`config.mk`:
```
export PLATFORM = sky130hd
export DESIGN_NAME = mold_seq_ctrl_flat
export DESIGN_NICKNAME = d
export VERILOG_FILES = /design/src/rtl/mold_seq_ctrl_if.sv /design/src/rtl/mold_seq_ctrl.sv /design/src/flat_wrapper.sv
export SDC_FILE = /design/constraint.sdc
export NUM_CORES = 2
export LEC_CHECK = 0
export CORE_MARGIN = 4
export CORE_UTILIZATION = 39
export DETAILED_ROUTE_END_ITERATION = 12
export HOLD_SLACK_MARGIN = 0.12
export PLACE_DENSITY_LB_ADDON = 0.05
export SETUP_SLACK_MARGIN = 0.5
export SYNTH_ARGS = -nofsm -noshare
export SYNTH_HDL_FRONTEND = slang
export SYNTH_SLANG_ARGS = --single-unit
```
`constraint.sdc`:
```
create_clock -name clkIn -period 20.4 [get_ports clkIn]
set_clock_uncertainty 0.1 [all_clocks]
set_input_delay 4.08 -clock clkIn [delete_from_list [all_inputs] [get_ports clkIn]]
set_output_delay 4.08 -clock clkIn [all_outputs]
set_load 0.05 [all_outputs]
```
`src/rtl/mold_seq_ctrl_if.sv`:
```
// mold_seq_ctrl_if: header, frame and gap-request signals between the Mold parser and mold_seq_ctrl
// master: parser/requester side (drives header, frame-end and gapReadyIn); slave: mold_seq_ctrl
interface mold_seq_ctrl_if #(
    parameter int SESS_W = 80,
    parameter int SEQ_W  = 64,
    parameter int GAP_W  = 32
);
    logic              hdrValidIn;
    logic [SESS_W-1:0] sessIdIn;
    logic [SEQ_W-1:0]  seqNumIn;
    logic [15:0]       msgCntIn;
    logic              frameEndIn;
    logic              frameGoodIn;
    logic              fwdEnOut;
    logic [15:0]       skipCntOut;
    logic              packetLostOut;
    logic              gapValidOut;
    logic [SEQ_W-1:0]  gapStartOut;
    logic [GAP_W-1:0]  gapCntOut;
    logic              gapReadyIn;
    logic [SEQ_W-1:0]  expSeqOut;
    logic              syncedOut;
    modport master (
        output hdrValidIn, sessIdIn, seqNumIn, msgCntIn, frameEndIn, frameGoodIn, gapReadyIn,
        input  fwdEnOut, skipCntOut, packetLostOut, gapValidOut, gapStartOut, gapCntOut, expSeqOut, syncedOut
    );
    modport slave (
        input  hdrValidIn, sessIdIn, seqNumIn, msgCntIn, frameEndIn, frameGoodIn, gapReadyIn,
        output fwdEnOut, skipCntOut, packetLostOut, gapValidOut, gapStartOut, gapCntOut, expSeqOut, syncedOut
    );
endinterface

```
`src/rtl/mold_seq_ctrl.sv`:
```
// mold_seq_ctrl: MoldUDP64 sequence tracking, payload forward/drop/skip gating and retransmit-gap requests
// clkIn/rstIn: parser clock, async active-high reset; bus: header/frame inputs, forward/gap/status outputs
module mold_seq_ctrl #(
    parameter int SESS_W = 80,
    parameter int SEQ_W  = 64,
    parameter int GAP_W  = 32
) (
    input  logic           clkIn,
    input  logic           rstIn,
    mold_seq_ctrl_if.slave bus
);
    typedef enum logic [1:0] {UNSYNC, WAIT_HDR, FWD, DROP} stateT;
    localparam logic [GAP_W-1:0] GAP_MAX = '1;
    stateT             state, nextState;
    logic [SESS_W-1:0] sessReg;
    logic [SEQ_W-1:0]  curEnd, curGapStart;
    logic [GAP_W-1:0]  curGapCnt;
    logic              curEos, curFresh, curGap;
    logic              inFrame, endNow, good, baseUnsync, isEos, resync, hdrFwd, gapHit;
    logic [SEQ_W-1:0]  e1, nEff, sn, diff, mergeSum;
    logic [15:0]       hdrSkip;
    logic [GAP_W-1:0]  gapCntSat, mergeCnt;
    always_comb begin
        inFrame    = (state == FWD) || (state == DROP);
        endNow     = inFrame && bus.frameEndIn;
        good       = endNow && bus.frameGoodIn;
        // e1 is expSeq after committing the ending frame; a first frame of a session sets it outright
        e1         = !good ? bus.expSeqOut : curFresh ? curEnd : (curEnd > bus.expSeqOut ? curEnd : bus.expSeqOut);
        // state the new header is judged from once the old frame is committed or abandoned
        baseUnsync = (state == UNSYNC) || (inFrame && (good ? curEos : curFresh));
        isEos      = bus.msgCntIn == 16'hFFFF;
        nEff       = isEos ? '0 : SEQ_W'(bus.msgCntIn);
        sn         = bus.seqNumIn + nEff;
        resync     = baseUnsync || (bus.sessIdIn != sessReg);
        hdrFwd     = (nEff != '0) && (resync || bus.seqNumIn >= e1 || sn > e1);
        gapHit     = !resync && (bus.seqNumIn > e1);
        hdrSkip    = (!resync && bus.seqNumIn < e1) ? 16'(e1 - bus.seqNumIn) : 16'd0;
        diff       = bus.seqNumIn - e1;
        gapCntSat  = (diff > SEQ_W'(GAP_MAX)) ? GAP_MAX : GAP_W'(diff);
        mergeSum   = curGapStart + SEQ_W'(curGapCnt) - bus.gapStartOut;
        mergeCnt   = (mergeSum > SEQ_W'(GAP_MAX)) ? GAP_MAX : GAP_W'(mergeSum);
        nextState  = bus.hdrValidIn ? (hdrFwd ? FWD : DROP) : endNow ? (baseUnsync ? UNSYNC : WAIT_HDR) : state;
    end
    always_ff @(posedge clkIn or posedge rstIn) begin
        if (rstIn) begin
            state             <= UNSYNC;
            sessReg           <= '0;
            curEnd            <= '0;
            curGapStart       <= '0;
            curGapCnt         <= '0;
            curEos            <= 1'b0;
            curFresh          <= 1'b0;
            curGap            <= 1'b0;
            bus.fwdEnOut      <= 1'b0;
            bus.skipCntOut    <= '0;
            bus.packetLostOut <= 1'b0;
            bus.gapValidOut   <= 1'b0;
            bus.gapStartOut   <= '0;
            bus.gapCntOut     <= '0;
            bus.expSeqOut     <= '0;
            bus.syncedOut     <= 1'b0;
        end else begin
            state             <= nextState;
            bus.expSeqOut     <= e1;
            bus.fwdEnOut      <= nextState == FWD;
            bus.skipCntOut    <= bus.hdrValidIn ? (hdrFwd ? hdrSkip : 16'd0) : endNow ? 16'd0 : bus.skipCntOut;
            bus.syncedOut     <= (bus.hdrValidIn && !baseUnsync && bus.sessIdIn != sessReg) ? 1'b0 :
                                 good ? !curEos : bus.syncedOut;
            bus.packetLostOut <= good && curGap;
            if (good && curGap) begin
                bus.gapValidOut <= 1'b1;
                if (!bus.gapValidOut || bus.gapReadyIn) begin
                    bus.gapStartOut <= curGapStart;
                    bus.gapCntOut   <= curGapCnt;
                end else begin
                    bus.gapCntOut <= mergeCnt;
                end
            end else if (bus.gapReadyIn) begin
                bus.gapValidOut <= 1'b0;
            end
            if (bus.hdrValidIn) begin
                sessReg     <= bus.sessIdIn;
                curEnd      <= sn;
                curEos      <= isEos;
                curFresh    <= resync;
                curGap      <= gapHit;
                curGapStart <= e1;
                curGapCnt   <= gapCntSat;
            end
        end
    end
endmodule

```
`src/flat_wrapper.sv`:
```
// flat-port wrapper written by rule: the top's interface ports become plain ports
module mold_seq_ctrl_flat 
#(
    parameter int SESS_W = 80,
    parameter int SEQ_W  = 64,
    parameter int GAP_W  = 32
)
  (clkIn, rstIn, bus_hdrValidIn, bus_sessIdIn, bus_seqNumIn, bus_msgCntIn, bus_frameEndIn, bus_frameGoodIn, bus_gapReadyIn, bus_fwdEnOut, bus_skipCntOut, bus_packetLostOut, bus_gapValidOut, bus_gapStartOut, bus_gapCntOut, bus_expSeqOut, bus_syncedOut);
  mold_seq_ctrl_if #(.SESS_W(SESS_W), .SEQ_W(SEQ_W), .GAP_W(GAP_W)) bus_i ();
  input  logic clkIn;
  input  logic rstIn;
  input wire logic [$bits(bus_i.hdrValidIn)-1:0] bus_hdrValidIn;
  input wire logic [$bits(bus_i.sessIdIn)-1:0] bus_sessIdIn;
  input wire logic [$bits(bus_i.seqNumIn)-1:0] bus_seqNumIn;
  input wire logic [$bits(bus_i.msgCntIn)-1:0] bus_msgCntIn;
  input wire logic [$bits(bus_i.frameEndIn)-1:0] bus_frameEndIn;
  input wire logic [$bits(bus_i.frameGoodIn)-1:0] bus_frameGoodIn;
  input wire logic [$bits(bus_i.gapReadyIn)-1:0] bus_gapReadyIn;
  output wire logic [$bits(bus_i.fwdEnOut)-1:0] bus_fwdEnOut;
  output wire logic [$bits(bus_i.skipCntOut)-1:0] bus_skipCntOut;
  output wire logic [$bits(bus_i.packetLostOut)-1:0] bus_packetLostOut;
  output wire logic [$bits(bus_i.gapValidOut)-1:0] bus_gapValidOut;
  output wire logic [$bits(bus_i.gapStartOut)-1:0] bus_gapStartOut;
  output wire logic [$bits(bus_i.gapCntOut)-1:0] bus_gapCntOut;
  output wire logic [$bits(bus_i.expSeqOut)-1:0] bus_expSeqOut;
  output wire logic [$bits(bus_i.syncedOut)-1:0] bus_syncedOut;
  assign bus_i.hdrValidIn = bus_hdrValidIn;
  assign bus_i.sessIdIn = bus_sessIdIn;
  assign bus_i.seqNumIn = bus_seqNumIn;
  assign bus_i.msgCntIn = bus_msgCntIn;
  assign bus_i.frameEndIn = bus_frameEndIn;
  assign bus_i.frameGoodIn = bus_frameGoodIn;
  assign bus_i.gapReadyIn = bus_gapReadyIn;
  assign bus_fwdEnOut = bus_i.fwdEnOut;
  assign bus_skipCntOut = bus_i.skipCntOut;
  assign bus_packetLostOut = bus_i.packetLostOut;
  assign bus_gapValidOut = bus_i.gapValidOut;
  assign bus_gapStartOut = bus_i.gapStartOut;
  assign bus_gapCntOut = bus_i.gapCntOut;
  assign bus_expSeqOut = bus_i.expSeqOut;
  assign bus_syncedOut = bus_i.syncedOut;
  mold_seq_ctrl #(.SESS_W(SESS_W), .SEQ_W(SEQ_W), .GAP_W(GAP_W)) u_core (.clkIn(clkIn), .rstIn(rstIn), .bus(bus_i));
endmodule
```
==> results.rst <==
.. list-table::
   :header-rows: 1

   * - Metric
     - Value
   * - Status
     - complete, no violations
   * - Crit end category
     - flop
   * - RSZ-0062 raised after global routing
     - false
   * - Area growth syn-to-layout
     - 19.5%
   * - Final ANT Viol Nets
     - 0
   * - Hold violation count in the final report
     - 0
   * - TritonCTS Buffers
     - 52
   * - Tightest slew margin relative to the limit
     - 0.190
   * - Cell Pwr Density
     - 103 mW/mm^2
   * - Cell Rows
     - 105
   * - First-pass DRT Iterations
     - 5
   * - Type of the worst setup path
     - input port to flop
   * - Routed WL per cell
     - 21.5 um
   * - Measured slew at the worst slew-check pin
     - 1.20 ns
   * - Synth Instances
     - 3563
   * - H-tree depth
     - 2
   * - Routed length on met2
     - 47000 um
   * - Overall die area
     - 0.0875 mm^2
   * - Top Layer Used
     - met5
   * - Global placement routability congestion
     - 0.945
   * - Total nets after synthesis
     - 4079
   * - IR Drop Worst-Case VDD
     - 0.0689 mV
   * - Final number of max-transition violations
     - 0
   * - Post-synth top area cell
     - sky130_fd_sc_hd__dfrtp_1
   * - Minimum clock period
     - 11.74 ns
   * - Crit path launch type
     - input port
   * - Global-route wire length before repair
     - 162000 um
   * - Portion of synthesized cell area occupied by the leading cell type
     - 0.329
   * - Post-synth EDFFs
     - 0
   * - Most common cell on crit path
     - sky130_fd_sc_hd__a21oi_1
   * - Starting utilization of the core area
     - 0.393
   * - Final number of setup-violating endpoints
     - 0
   * - Post-cts resize count
     - 0
   * - Number of storage elements in the synthesis netlist
     - 425
   * - Count of different cell masters after synthesis
     - 94
   * - Period utilisation layout
     - 0.576
   * - Core Footprint
     - 0.0821 mm^2
   * - Fraction of the yosys area taken by sequential cells
     - 0.329
   * - Ranking of synthesized cells by area
     - sky130_fd_sc_hd__dfrtp_1 (33%), sky130_fd_sc_hd__ha_1 (12%), sky130_fd_sc_hd__mux2_2 (6.1%)
   * - Final worst setup slack
     - 8.66 ns
   * - Standard cell with the maximum stage delay on the critical path
     - sky130_fd_sc_hd__o311a_1
   * - Vias in the first global route
     - 26500
   * - Die X
     - 296 um
   * - Netlist area before placement
     - 0.0323 mm^2
   * - Overall fraction of global-route tracks in use
     - 0.240
   * - Final setup TNS
     - 0 ns
   * - Number of vias per cell
     - 5.39
   * - Share of layout cells above drive strength 1
     - 0.0931
   * - Buffers on Ports
     - 345
   * - Arr. time, crit path
     - 12.09 ns
   * - Clock tree from TritonCTS
     - done
   * - Max Clk Rate
     - 85.1 MHz
   * - Highest net fanout along the worst path
     - 17
   * - Leading register cell type out of synthesis
     - sky130_fd_sc_hd__dfrtp_1
   * - Delay of the slowest cell on the worst path
     - 0.65 ns
   * - Maximum root-to-sink buffer count
     - 3
   * - Clk_lat worst skew
     - 0.62 ns
   * - Clock Pin Slew Worst Setup and Hold Paths
     - 0.06 ns
   * - Class of the tightest hold or removal check
     - flop to flop
   * - TritonCTS Sinks
     - 425
   * - Detailed-route DRC error count
     - 0
   * - Met1 wire length
     - 50300 um
   * - Total via count in the routed design
     - 26800
   * - Vertical extent of the die
     - 296 um
   * - Commonest cells in the netlist
     - sky130_fd_sc_hd__dfrtp_1 (425), sky130_fd_sc_hd__inv_1 (402), sky130_fd_sc_hd__a21oi_1 (332)
   * - Post-place setup slack
     - 8.12 ns
   * - WP data required
     - 20.75 ns
   * - Pin count of the biggest net entering global routing
     - 108
   * - Number of design-rule violations left by the first detailed-router iteration
     - 1476
   * - Leftover overflow at the end of global routing
     - 0
   * - Total of hold buffers inserted after clock tree synthesis
     - 0
   * - Overall routed net length
     - 107000 um
   * - Max-cap viol count
     - 0
   * - Postcts setup bufs
     - 0
   * - Number of top-level pins
     - 346
   * - Cell chosen for the clock root
     - sky130_fd_sc_hd__clkbuf_16
   * - Number of warnings printed during yosys synthesis
     - 0
   * - Met3 layer wire length in the routed design
     - 6860 um
   * - Most common cell in the synthesized netlist
     - sky130_fd_sc_hd__dfrtp_1
   * - Fraction of registers with async set or reset after synthesis
     - 1.00
   * - Mean Syn Cell Area
     - 9.07 um^2
   * - Final layout net count
     - 4362
   * - LEAKAGE
     - 17.8 nW
   * - Antenna violations before repair
     - 13
   * - Placed wire-length estimate
     - 86200 um
==> flip-flops by register name (all words and copies together), names as in the netlist, 2 cells and up <==
signal and count:
u_core.bus.expSeqOut 64, u_core.curGapStart 64, u_core.curGapCnt 32, u_core.sessReg 80, u_core.curEnd 64, u_core.bus.gapStartOut 64
u_core.bus.skipCntOut 16, u_core.bus.gapCntOut 32, u_core.state 2
==> cell families after synthesis <==
logic type | synth area share
adder cells (fa/ha/maj) | 0.144
multiplexers | 0.0821
AO/OA/AOI/OAI | 0.186
XOR/XNOR | 0.0662
flip-flops | 0.329
AND/OR/NAND/NOR | 0.129
buffers and inverters | 0.0641
==> layout by cell type, fill, tap and decap left out, drive strengths merged, types with 101 or more instances in the layout <==
cell and count:
mux2 176, inv 407, o21ai 200, xor2 108, a21o 121, dfrtp 425
nor2 209, nand3 101, xnor2 136, nand2 189, a21oi 333, ha 315
clkdlybuf4s50 344
==> layer usage <==
| metal | vias to the layer above | track usage |
|---|---|---|
| li1 | 13200 | - |
| met2 | 675 | 0.377 |
| met5 | - | 0 |
| met3 | 131 | 0.0486 |
| met4 | 8 | 0.0613 |
| met1 | 12800 | 0.340 |
==> power breakdown <==
part	total (mW)	internal, mW	switching (mW)	leakage [nW]
sequential	1.05	0.942	0.105	5.12
clock	1.01	0.607	0.401	0.922
combinational	1.91	0.703	1.21	11.7
==> area by class of cell <==
cell class	count	area, um^2
Clock buffer	70	1500
Sequential cell	425	10600
Inverter	404	1520
Clock inverter	27	367
Timing Repair Buffer	364	3600
Antenna cell	10	25.0
Multi-Input combinational cell	2599	19600
Tap cell	1070	1340
Fill cell	8011	43500
==> path summary, 6_finish.rpt <==
check | startpoint | endpoint | slack, ns | cells past startpoint
max in group asynchronous | rstIn | u_core.curGapStart[23]$_DFFE_PP0P_ | 13.28 | 5
min in group asynchronous | rstIn | u_core.sessReg[37]$_DFFE_PP0P_ | 3.87 | 2
worst min-delay path | u_core.bus.skipCntOut[6]$_DFFE_PP0P_ | u_core.bus.skipCntOut[6]$_DFFE_PP0P_ | 0.39 | 2
worst max-delay path | bus_msgCntIn[0] | u_core.bus.skipCntOut[7]$_DFFE_PP0P_ | 8.66 | 35
worst max register to register | u_core.bus.expSeqOut[63]$_DFF_PP0_ | u_core.curGapCnt[0]$_DFFE_PP0P_ | 11.34 | 28
worst min register to register | u_core.bus.skipCntOut[6]$_DFFE_PP0P_ | u_core.bus.skipCntOut[6]$_DFFE_PP0P_ | 0.39 | 2
==> critical path: cells and delay by family <==
kind            cells  cell delay (ns)
xor+xnor            1             0.16
fa+ha+maj           3             0.91
buf+inv             2             0.70
compound gates     20             4.72
simple gates        9             1.49
==> through the flow <==
step | cells | hold slack, ns | util | area, um^2 | total power [mW]
2_1_floorplan | 3563 | 0.371 | - | 32300 | 2.33
3_3_place_gp | 4862 | 0.364 | 0.447 | 36700 | 2.95
3_5_place_dp | 4862 | 0.376 | 0.447 | 36700 | 2.95
4_1_cts | 4959 | 0.383 | 0.470 | 38600 | 3.98
5_1_grt | 4964 | 0.407 | 0.470 | 38600 | 4.23
6_report | 4969 | 0.387 | 0.470 | 38600 | 3.97
No activity file was read; power rests on OpenSTA's default activity.
